==> src/rtl/i2s_adc_rx_if.sv <==
// i2s_adc_rx output bundle: captured word, channel tag
// and valid/ready handshake in the mclk domain.
interface i2s_adc_rx_if #(
  parameter int WIDTH = 16
);
  logic [WIDTH-1:0] out_data;
  logic             out_chan;
  logic             out_valid;
  logic             out_ready;

  modport master (
    output out_data,
    output out_chan,
    output out_valid,
    input  out_ready
  );

  modport slave (
    input  out_data,
    input  out_chan,
    input  out_valid,
    output out_ready
  );
endinterface

==> src/rtl/i2s_adc_rx.sv <==
// i2s_adc_rx: oversampled codec ADC deserializer, MSB first.
// Optional I2S_DELAY_EN: one-bclk delay (standard I2S framing).
module i2s_adc_rx #(
  parameter int WIDTH      = 16,
  parameter int ARM_CYCLES = 4
) (
  input  logic             mclk,
  input  logic             rst,
  input  logic             bclk,
  input  logic             adclrc,
  input  logic             adcdat,
  i2s_adc_rx_if.master     bus,
  output logic             overrun
);

  localparam int CW = $clog2(WIDTH + 1);
  localparam int AW = $clog2(ARM_CYCLES + 2);

  typedef enum logic [1:0] {
    IDLE  = 2'd0,
    SHIFT = 2'd1,
`ifdef I2S_DELAY_EN
    SKIP  = 2'd3,
`endif
    HOLD  = 2'd2
  } state_t;

  logic bclk_s1_q, bclk_s2_q, bclk_s3_q;
  logic lrc_s1_q, lrc_s2_q, lrc_s3_q;
  logic dat_s1_q, dat_s2_q;

  logic [AW-1:0] arm_q;
  logic          armed;

  state_t          state_q, state_d;
  logic [CW-1:0]   cnt_q, cnt_d;
  logic [WIDTH-1:0] sreg_q, sreg_d;
  logic            chan_q, chan_d;
  logic            complete;
  logic [WIDTH-1:0] word;

  logic [WIDTH-1:0] data_q;
  logic            ochan_q;
  logic            valid_q;
  logic            ovr_q;

  logic bit_rise;
  logic lrc_edge;

  assign bit_rise = bclk_s2_q & ~bclk_s3_q;
  assign lrc_edge = lrc_s2_q ^ lrc_s3_q;
  assign armed    = (arm_q == AW'(ARM_CYCLES));
  assign word     = {sreg_q[WIDTH-2:0], dat_s2_q};

  // Bring the codec signals into mclk, extra stage for edges
  always_ff @(posedge mclk) begin
    if (!rst) begin
      bclk_s1_q <= 1'b0;
      bclk_s2_q <= 1'b0;
      bclk_s3_q <= 1'b0;
      lrc_s1_q  <= 1'b0;
      lrc_s2_q  <= 1'b0;
      lrc_s3_q  <= 1'b0;
      dat_s1_q  <= 1'b0;
      dat_s2_q  <= 1'b0;
    end else begin
      bclk_s1_q <= bclk;
      bclk_s2_q <= bclk_s1_q;
      bclk_s3_q <= bclk_s2_q;
      lrc_s1_q  <= adclrc;
      lrc_s2_q  <= lrc_s1_q;
      lrc_s3_q  <= lrc_s2_q;
      dat_s1_q  <= adcdat;
      dat_s2_q  <= dat_s1_q;
    end
  end

  // Hold off frame edges until the synchronizers have settled
  always_ff @(posedge mclk) begin
    if (!rst)
      arm_q <= '0;
    else if (!armed)
      arm_q <= arm_q + AW'(1);
  end

  // Capture FSM and shift register state
  always_ff @(posedge mclk) begin
    if (!rst) begin
      state_q <= IDLE;
      cnt_q   <= '0;
      sreg_q  <= '0;
      chan_q  <= 1'b0;
    end else begin
      state_q <= state_d;
      cnt_q   <= cnt_d;
      sreg_q  <= sreg_d;
      chan_q  <= chan_d;
    end
  end

  // Next state: a frame edge always restarts and eats any bit
  always_comb begin
    state_d  = state_q;
    cnt_d    = cnt_q;
    sreg_d   = sreg_q;
    chan_d   = chan_q;
    complete = 1'b0;
    if (lrc_edge && armed) begin
      chan_d = lrc_s2_q;
      cnt_d  = '0;
`ifdef I2S_DELAY_EN
      state_d = SKIP;
`else
      state_d = SHIFT;
`endif
    end else begin
      unique case (state_q)
        IDLE: ;
`ifdef I2S_DELAY_EN
        SKIP: begin
          if (bit_rise)
            state_d = SHIFT;
        end
`endif
        SHIFT: begin
          if (bit_rise) begin
            sreg_d = word;
            cnt_d  = cnt_q + CW'(1);
            if (cnt_q == CW'(WIDTH - 1)) begin
              complete = 1'b1;
              state_d  = HOLD;
            end
          end
        end
        HOLD: ;
        default: state_d = IDLE;
      endcase
    end
  end

  // Output holding register with sticky overwrite flag
  always_ff @(posedge mclk) begin
    if (!rst) begin
      data_q  <= '0;
      ochan_q <= 1'b0;
      valid_q <= 1'b0;
      ovr_q   <= 1'b0;
    end else if (complete) begin
      data_q  <= word;
      ochan_q <= chan_q;
      valid_q <= 1'b1;
      if (valid_q && !bus.out_ready)
        ovr_q <= 1'b1;
    end else if (valid_q && bus.out_ready) begin
      valid_q <= 1'b0;
    end
  end

  assign bus.out_data  = data_q;
  assign bus.out_chan  = ochan_q;
  assign bus.out_valid = valid_q;
  assign overrun       = ovr_q;

endmodule

==> src/flat_wrapper.sv <==
// flat-port wrapper written by rule: the top's interface ports become plain ports
module i2s_adc_rx_flat 
#(
  parameter int WIDTH      = 16,
  parameter int ARM_CYCLES = 4
)
  (mclk, rst, bclk, adclrc, adcdat, overrun, bus_out_data, bus_out_chan, bus_out_valid, bus_out_ready);
  i2s_adc_rx_if #(.WIDTH(WIDTH)) bus_i ();
  input  logic mclk;
  input  logic rst;
  input  logic bclk;
  input  logic adclrc;
  input  logic adcdat;
  output logic overrun;
  output wire logic [$bits(bus_i.out_data)-1:0] bus_out_data;
  output wire logic [$bits(bus_i.out_chan)-1:0] bus_out_chan;
  output wire logic [$bits(bus_i.out_valid)-1:0] bus_out_valid;
  input wire logic [$bits(bus_i.out_ready)-1:0] bus_out_ready;
  assign bus_out_data = bus_i.out_data;
  assign bus_out_chan = bus_i.out_chan;
  assign bus_out_valid = bus_i.out_valid;
  assign bus_i.out_ready = bus_out_ready;
  i2s_adc_rx #(.WIDTH(WIDTH), .ARM_CYCLES(ARM_CYCLES)) u_core (.mclk(mclk), .rst(rst), .bclk(bclk), .adclrc(adclrc), .adcdat(adcdat), .bus(bus_i), .overrun(overrun));
endmodule
==> config.mk <==
export PLATFORM = sky130hd
export DESIGN_NAME = i2s_adc_rx_flat
export DESIGN_NICKNAME = d
export VERILOG_FILES = /design/src/rtl/i2s_adc_rx_if.sv /design/src/rtl/i2s_adc_rx.sv /design/src/flat_wrapper.sv
export SDC_FILE = /design/constraint.sdc
export NUM_CORES = 1
export LEC_CHECK = 0
export ABC_AREA = 1
export ABC_CLOCK_PERIOD_IN_PS = 2500
export BUFFER_PORTS_ARGS = -buffer_cell sky130_fd_sc_hd__buf_4
export CAP_MARGIN = 20
export CORE_UTILIZATION = 40
export DETAILED_ROUTE_END_ITERATION = 12
export PLACE_DENSITY = 0.67
export SLEW_MARGIN = 5
export SYNTH_ARGS = -nofsm -noshare
export SYNTH_HDL_FRONTEND = slang
export SYNTH_SLANG_ARGS = --single-unit
==> constraint.sdc <==
create_clock -name mclk -period 2.5 [get_ports mclk]
set_clock_uncertainty 0.05 [all_clocks]
set_input_delay 0 -clock mclk [delete_from_list [all_inputs] [get_ports mclk]]
set_output_delay 0 -clock mclk [all_outputs]
set_load 0.05 [all_outputs]
==> results of run 1 <==
-- per-layer routing --
metal / wire length (um) / up-vias
li1: - / 970
met1: 1870 / 791
met2: 1720 / 19
met3: 150 / 6
met4: 58 / 0
met5: 0 / -
-- critical path, cell delays in order (launching register included) --
cell	delay (ns)
dfxtp_1	0.38
ha_1	0.19
and3_1	0.16
ha_1	0.16
nand3_2	0.11
nor2_4	0.08
buf_4	0.35
nand3_1	0.12
nand2_1	0.08
nor2_1	0.05
-- synth_stat cells, types with 3 or more instances --
library cell / number / area [um2]
a21oi_1: 40 / 200
buf_2: 9 / 45.0
buf_4: 4 / 30.0
dfxtp_1: 53 / 1060
ha_1: 4 / 50.1
inv_1: 38 / 143
nand2_1: 54 / 203
nand2_2: 3 / 18.8
nand3_1: 33 / 165
nor2_1: 43 / 161
-- through the flow --
stage          instance area (um2)   util
2_1_floorplan                 2210      -
3_3_place_gp                  2400  0.460
3_5_place_dp                  2400  0.460
4_1_cts                       2530  0.485
5_1_grt                       2530  0.485
6_report                      2530  0.485
-- cell type report --
type                            instances  share of cell area
Tap cell                               70              0.0347
Inverter                               39              0.0579
Clock buffer                            6              0.0327
Sequential cell                        53               0.420
Timing Repair Buffer                   31              0.0961
Multi-Input combinational cell        189               0.356
Clock inverter                          1             0.00297
-- how the worst max path moves through the flow --
| stage | to | cells after the start | from | slack (ns) |
|---|---|---|---|---|
| floorplan | u_core.bus.out_chan | 9 | u_core.cnt_q[0] | 0.86 |
| global placement | u_core.bus.out_data[4] | 9 | u_core.cnt_q[0] | 0.72 |
| detailed placement | u_core.bus.out_data[2] | 9 | u_core.cnt_q[0] | 0.68 |
| CTS | u_core.bus.out_data[2] | 9 | u_core.cnt_q[0] | 0.68 |
| global route | u_core.bus.out_data[2] | 9 | u_core.cnt_q[0] | 0.53 |
| finish | u_core.bus.out_data[2] | 9 | u_core.cnt_q[0] | 0.67 |
-- placed cells by master, fill, tap and decap left out --
cell type	count
a21oi_1	40
clkinvlp_4	1
nand3_1	33
nand2_2	3
nand3_2	2
nor2_4	2
nand3b_1	1
xor2_1	1
dfxtp_1	53
o21ai_0	2
inv_2	1
nor2_1	43
nand2_1	54
xnor2_1	2
clkbuf_8	6
dlygate4sd3_1	4
and3_1	1
o21a_1	1
buf_4	27
ha_1	4
inv_1	38
-- power by group through the flow --
| stage | combinational [W] | clock [W] | sequential, W |
|---|---|---|---|
| 5_1_grt | 0.000158 | 0.000549 | 0.000895 |
| 6_report | 0.000138 | 0.000489 | 0.000892 |
| 2_1_floorplan | 0.000113 | 0 | 0.000908 |
| 4_1_cts | 0.000139 | 0.000510 | 0.000892 |
| 3_5_place_dp | 0.000134 | 0 | 0.000912 |
| 3_3_place_gp | 0.000129 | 0 | 0.000911 |
-- state kept, by name, summed over array words and instances (netlist names), 2 cells and up --
| register | cells |
|---|---|
| u_core.sreg_q | 15 |
| u_core.state_q | 2 |
| u_core.arm_q | 3 |
| u_core.bus.out_data | 16 |
| u_core.cnt_q | 5 |
-- cells by family (layout without fill, tap and decap cells) --
group | count (synthesis) | in the layout | share of synthesized area
compound gates | 43 | 43 | 0.0983
xor+xnor | 3 | 3 | 0.0119
fa+ha+maj | 4 | 4 | 0.0226
buf+inv | 57 | 77 | 0.115
flops | 53 | 53 | 0.479
simple gates | 139 | 139 | 0.273
-- timing repair --
item                                    in CTS  in global routing
buffers inserted                             0                  0
endpoints found under the hold margin        5                  0
endpoints found under the setup margin       0                  0
hold buffers                                 4                  0
==> run_results.csv, run 1 <==
group,metric,value,unit
timing,maxSlewHeadroom,0.512,
logic_synthesis,syn_inst,299,
route,drc,0,
clock_tree,h-tree-depth,2,
final_layout,finalNonFillerCells,389,
route,wl_per_cell,9.76,um
floorplan,dieArea,0.00584,mm2
critical_path,cp.arrival,1.99,ns
clock_tree,cts_resized,0,
power_and_ir_drop,power,0.00152,W
floorplan,fp-row-count,26,
route,drtPass1Iterations,4,
clock_tree,cts_tree,"yes",
clock_tree,worstSkewPairLatency,0.31,ns
floorplan,core_area,0.00520,mm2
logic_synthesis,synth_edf_count,0,
final_layout,multi_input_area,898,um2
power_and_ir_drop,p_leak,1.10,nW
critical_path,cp.required,2.66,ns
timing,fin_tns_setup,0,ns
final_layout,drive_gt1_frac,0.132,
grt,grt_pass1_vias,1531,
flow_run,cap_viol_max_count,0,
logic_synthesis,syn_area,0.00221,mm2
worst_hold_path,hold_path_depth,3,
clock_tree,cts_root_buf,"clkbuf_8",
clock_tree,clock_path_buffers,2,
route,drtAntennaViolNets,0,
power_and_ir_drop,p_seq_frac,0.588,
power_and_ir_drop,p_sw,0.000371,W
grt,antenna_found_initial,0,
power_and_ir_drop,clkPwrFrac,0.322,
worst_hold_path,hold_path_class,"in2reg",
timing,post-route-period-util,0.731,
route,viasPerCell,4.59,
grt,grt_pass1_wl,6.53,mm
timing,finalSetupViolCount,0,
power_and_ir_drop,swShare,0.245,
floorplan,die_y,76.4,um
timing,drv_slew,0,
power_and_ir_drop,power_frac_comb,0.091,
timing,final_hold_viol_count,0,
power_and_ir_drop,power_density,601,mW/mm2
grt,gr-usage-met3,0.0515,
logic_synthesis,async_flop_share,0,
floorplan,die_w,76.4,um
route,drt_iter0_drc,79,
route,wl,3.80,mm
logic_synthesis,synth_fp_nets,309,
critical_path,worst-r2r-cell-count,9,
final_layout,syn2layout_area_growth,14.1,%
grt,globalRoute.totalOverflow,0,
timing,clock.fmax,0.547,GHz
clock_tree,cts_made_buffers,5,
grt,use_met1,0.160,
logic_synthesis,yosysSeqAreaShare,0.479,
place,preCtsSetupSlack,0.682,ns
floorplan,initial_core_util,0.425,
logic_synthesis,yosysUniqueCellTypes,22,
timing,rsz0062_at_grt,"false",
floorplan,top_level_ports,25,
final_layout,seq_area,0.00106,mm2
status,status,"completed",
final_layout,fillers,556,
critical_path,timing.rr.start,"u_core.cnt_q[0]",
timing,final.setup.worst_slack,0.673,ns
worst_hold_path,hold_start,"rst",
route,via_count,1786,
power_and_ir_drop,p_int,0.00115,W
timing,worst_pin_slew,0.731,ns
grt,grt.busiest_layer,"met2",
logic_synthesis,yosys_most_used_dff,"dfxtp_1",
critical_path,endpoint_kind,"flip-flop",
power_and_ir_drop,ir_drop,0.000273,V
logic_synthesis,synth_warnings,0,
place,globalplace.congestion,0.769,
clock_tree,cts_sinks,53,
grt,grtUsageMet2,0.235,
final_layout,fin_nets,329,
timing,hold-worst-slack,0.0761,ns
place,dp_hpwl,2.31,mm
place,dpl.cell_count,378,
critical_path,worstSetupPathType,"reg2reg",
grt,grt_max_degree,45,
critical_path,worst-path-max-fanout,37,
logic_synthesis,avgSynthCellArea,7.41,um2
place,portBuffers,24,
critical_path,r2r_slack,0.67,ns
logic_synthesis,ys_ff_latch,53,
critical_path,timing.rr.end,"u_core.bus.out_data[2]",
final_layout,antenna_cells,0,
worst_hold_path,whs_endpoint,"u_core.bclk_s1_q",
clock_tree,path_clk_slew,0.09,ns
critical_path,startpoint_type,"flip-flop",
timing,period_minus_slack,1.83,ns
grt,grt_use_total,0.139,
No activity file was read; power rests on OpenSTA's default activity.
==> run 2: changes to the inputs <==
ABC_CLOCK_PERIOD_IN_PS = 1770   (was 2500)
clock period = 1.77 ns   (was 2.5 ns; I/O delays follow)
==> run_results.csv, run 2 (synthesis gave the netlist of run 1 again) <==
group,metric,value,unit
floorplan,dieArea,0.00584,mm2
grt,grt_pass1_vias,1531,
critical_path,worst-r2r-cell-count,9,
critical_path,timing.rr.end,"u_core.bus.out_data[7]",
floorplan,top_level_ports,25,
worst_hold_path,hold_start,"rst",
route,viasPerCell,4.63,
place,dp_hpwl,2.39,mm
clock_tree,cts_sinks,53,
place,portBuffers,24,
grt,antenna_found_initial,0,
power_and_ir_drop,ir_drop,0.000376,V
timing,finalSetupViolCount,0,
route,drc,0,
floorplan,core_area,0.00520,mm2
power_and_ir_drop,swShare,0.245,
timing,drv_slew,0,
timing,worst_pin_slew,0.446,ns
timing,period_minus_slack,1.63,ns
timing,clock.fmax,0.612,GHz
timing,post-route-period-util,0.924,
final_layout,antenna_cells,0,
timing,hold-worst-slack,0.0728,ns
timing,fin_tns_setup,0,ns
clock_tree,cts_tree,"yes",
final_layout,drive_gt1_frac,0.143,
floorplan,die_y,76.4,um
route,wl,3.78,mm
route,via_count,1812,
critical_path,worstSetupPathType,"reg2reg",
final_layout,largest_reg_flops,16,
critical_path,startpoint_type,"flip-flop",
floorplan,die_w,76.4,um
critical_path,crit_top_cell,"ha_1",
grt,grt_pass1_wl,6.64,mm
critical_path,cpMaxStageDelayCell,"dfxtp_2",
timing,final_hold_viol_count,0,
route,drt_iter0_drc,68,
critical_path,worst-path-max-fanout,23,
clock_tree,h-tree-depth,2,
worst_hold_path,hold_path_depth,3,
status,status,"completed",
critical_path,timing.rr.start,"u_core.cnt_q[0]",
power_and_ir_drop,p_leak,1.13,nW
power_and_ir_drop,p_seq_frac,0.603,
final_layout,fillers,536,
power_and_ir_drop,power_density,809,mW/mm2
power_and_ir_drop,clkPwrFrac,0.301,
clock_tree,cts_root_buf,"clkbuf_8",
floorplan,fp-row-count,26,
timing,maxSlewHeadroom,0.703,
final_layout,fin_nets,332,
final_layout,mostFrequentLayoutCell,"nand2_1",
clock_tree,cts_made_buffers,5,
floorplan,initial_core_util,0.425,
critical_path,cp_cell_sequence,"ha_1 -> and3_1 -> ha_1 -> nand3_2 -> nor2_4 -> buf_12 -> nand3_1 -> nand2_1 -> nor2_1",
critical_path,cp.required,1.92,ns
power_and_ir_drop,power_frac_comb,0.096,
route,drtAntennaViolNets,0,
critical_path,max_stage_delay,0.36,ns
clock_tree,clock_path_buffers,2,
clock_tree,worstSkewPairLatency,0.31,ns
timing,rsz0062_at_grt,"false",
route,wl_per_cell,9.65,um
place,globalplace.congestion,0.791,
grt,grt_use_total,0.142,
power_and_ir_drop,p_int,0.00158,W
route,drtPass1Iterations,4,
clock_tree,path_clk_slew,0.09,ns
final_layout,final_cell_mix,"nand2_1, dfxtp_1, nor2_1, a21oi_1, inv_1",
critical_path,endpoint_kind,"flip-flop",
critical_path,cp.arrival,1.79,ns
power_and_ir_drop,p_sw,0.000513,W
flow_run,cap_viol_max_count,0,
worst_hold_path,hold_path_class,"in2reg",
worst_hold_path,whs_endpoint,"u_core.bclk_s3_q",
final_layout,syn2layout_area_growth,16.7,%
grt,grt_max_degree,45,
grt,globalRoute.totalOverflow,0,
critical_path,r2r_slack,0.14,ns
run 2: cell count changes in the layout (fill, tap and decap cells not counted), sizes merged:
cell,before,now
buf,27,30
clkbuf,6,5
clkinv,0,1
clkinvlp,1,0
run 2: worst max path at each step:
stage,slack [ns],endpoint,depth (start not counted),from
global route,0.01,u_core.bus.out_data[7],9,u_core.cnt_q[0]
CTS,0.09,u_core.bus.out_data[7],9,u_core.cnt_q[0]
floorplan,0.13,u_core.bus.out_chan,9,u_core.cnt_q[0]
finish,0.14,u_core.bus.out_data[7],9,u_core.cnt_q[0]
detailed placement,0.08,u_core.bus.out_data[7],9,u_core.cnt_q[0]
global placement,0.15,u_core.bus.out_data[7],9,u_core.cnt_q[0]
run 2: final cells by class:
cell class / count / area, um2 / share of cell area
Clock buffer: 5 / 68.8 / 0.0266
Clock inverter: 1 / 5.00 / 0.00194
Inverter: 39 / 146 / 0.0566
Multi-Input combinational cell: 189 / 898 / 0.348
Sequential cell: 53 / 1060 / 0.411
Tap cell: 70 / 87.6 / 0.0339
Timing Repair Buffer: 34 / 315 / 0.122
run 2: worst max-delay path: cells and delay by family, from the launching register on:
family	cells	cell delay (ns)
AND/OR/NAND/NOR	6	0.61
buffers and inverters	1	0.18
flip-flops	1	0.36
adder cells (fa/ha/maj)	2	0.34
run 2: what timing repair did:
item,4_1_cts,5_1_grt
endpoints found under the hold margin,5,0
gates resized for setup,0,2
buffers inserted,0,0
hold buffers,4,0
endpoints found under the setup margin,0,10
run 2: power groups by stage:
stage	logic (W)	clock network [W]	registers, W
final	0.000201	0.000630	0.00126
after detailed placement	0.000195	0	0.00129
after CTS	0.000203	0.000656	0.00126
after global placement	0.000190	0	0.00129
after floorplan	0.000160	0	0.00128
after global routing	0.000235	0.000697	0.00127
run 2: routing by layer:
metal / up-vias / track usage / wire, um
met5: - / 0 / 0
met4: 0 / 0.0808 / 86
met1: 812 / 0.163 / 1820
met3: 8 / 0.0323 / 114
met2: 18 / 0.242 / 1760
li1: 974 / - / -
run 2: stage by stage:
step,setup slack (ns),cell area [um2],instances,util,total power [W]
6_report,0.135,2580,391,0.497,0.00209
5_1_grt,0.0149,2580,391,0.497,0.00220
4_1_cts,0.0897,2580,391,0.496,0.00212
3_5_place_dp,0.0837,2470,381,0.474,0.00148
3_3_place_gp,0.150,2470,381,0.474,0.00148
2_1_floorplan,0.134,2210,299,-,0.00144
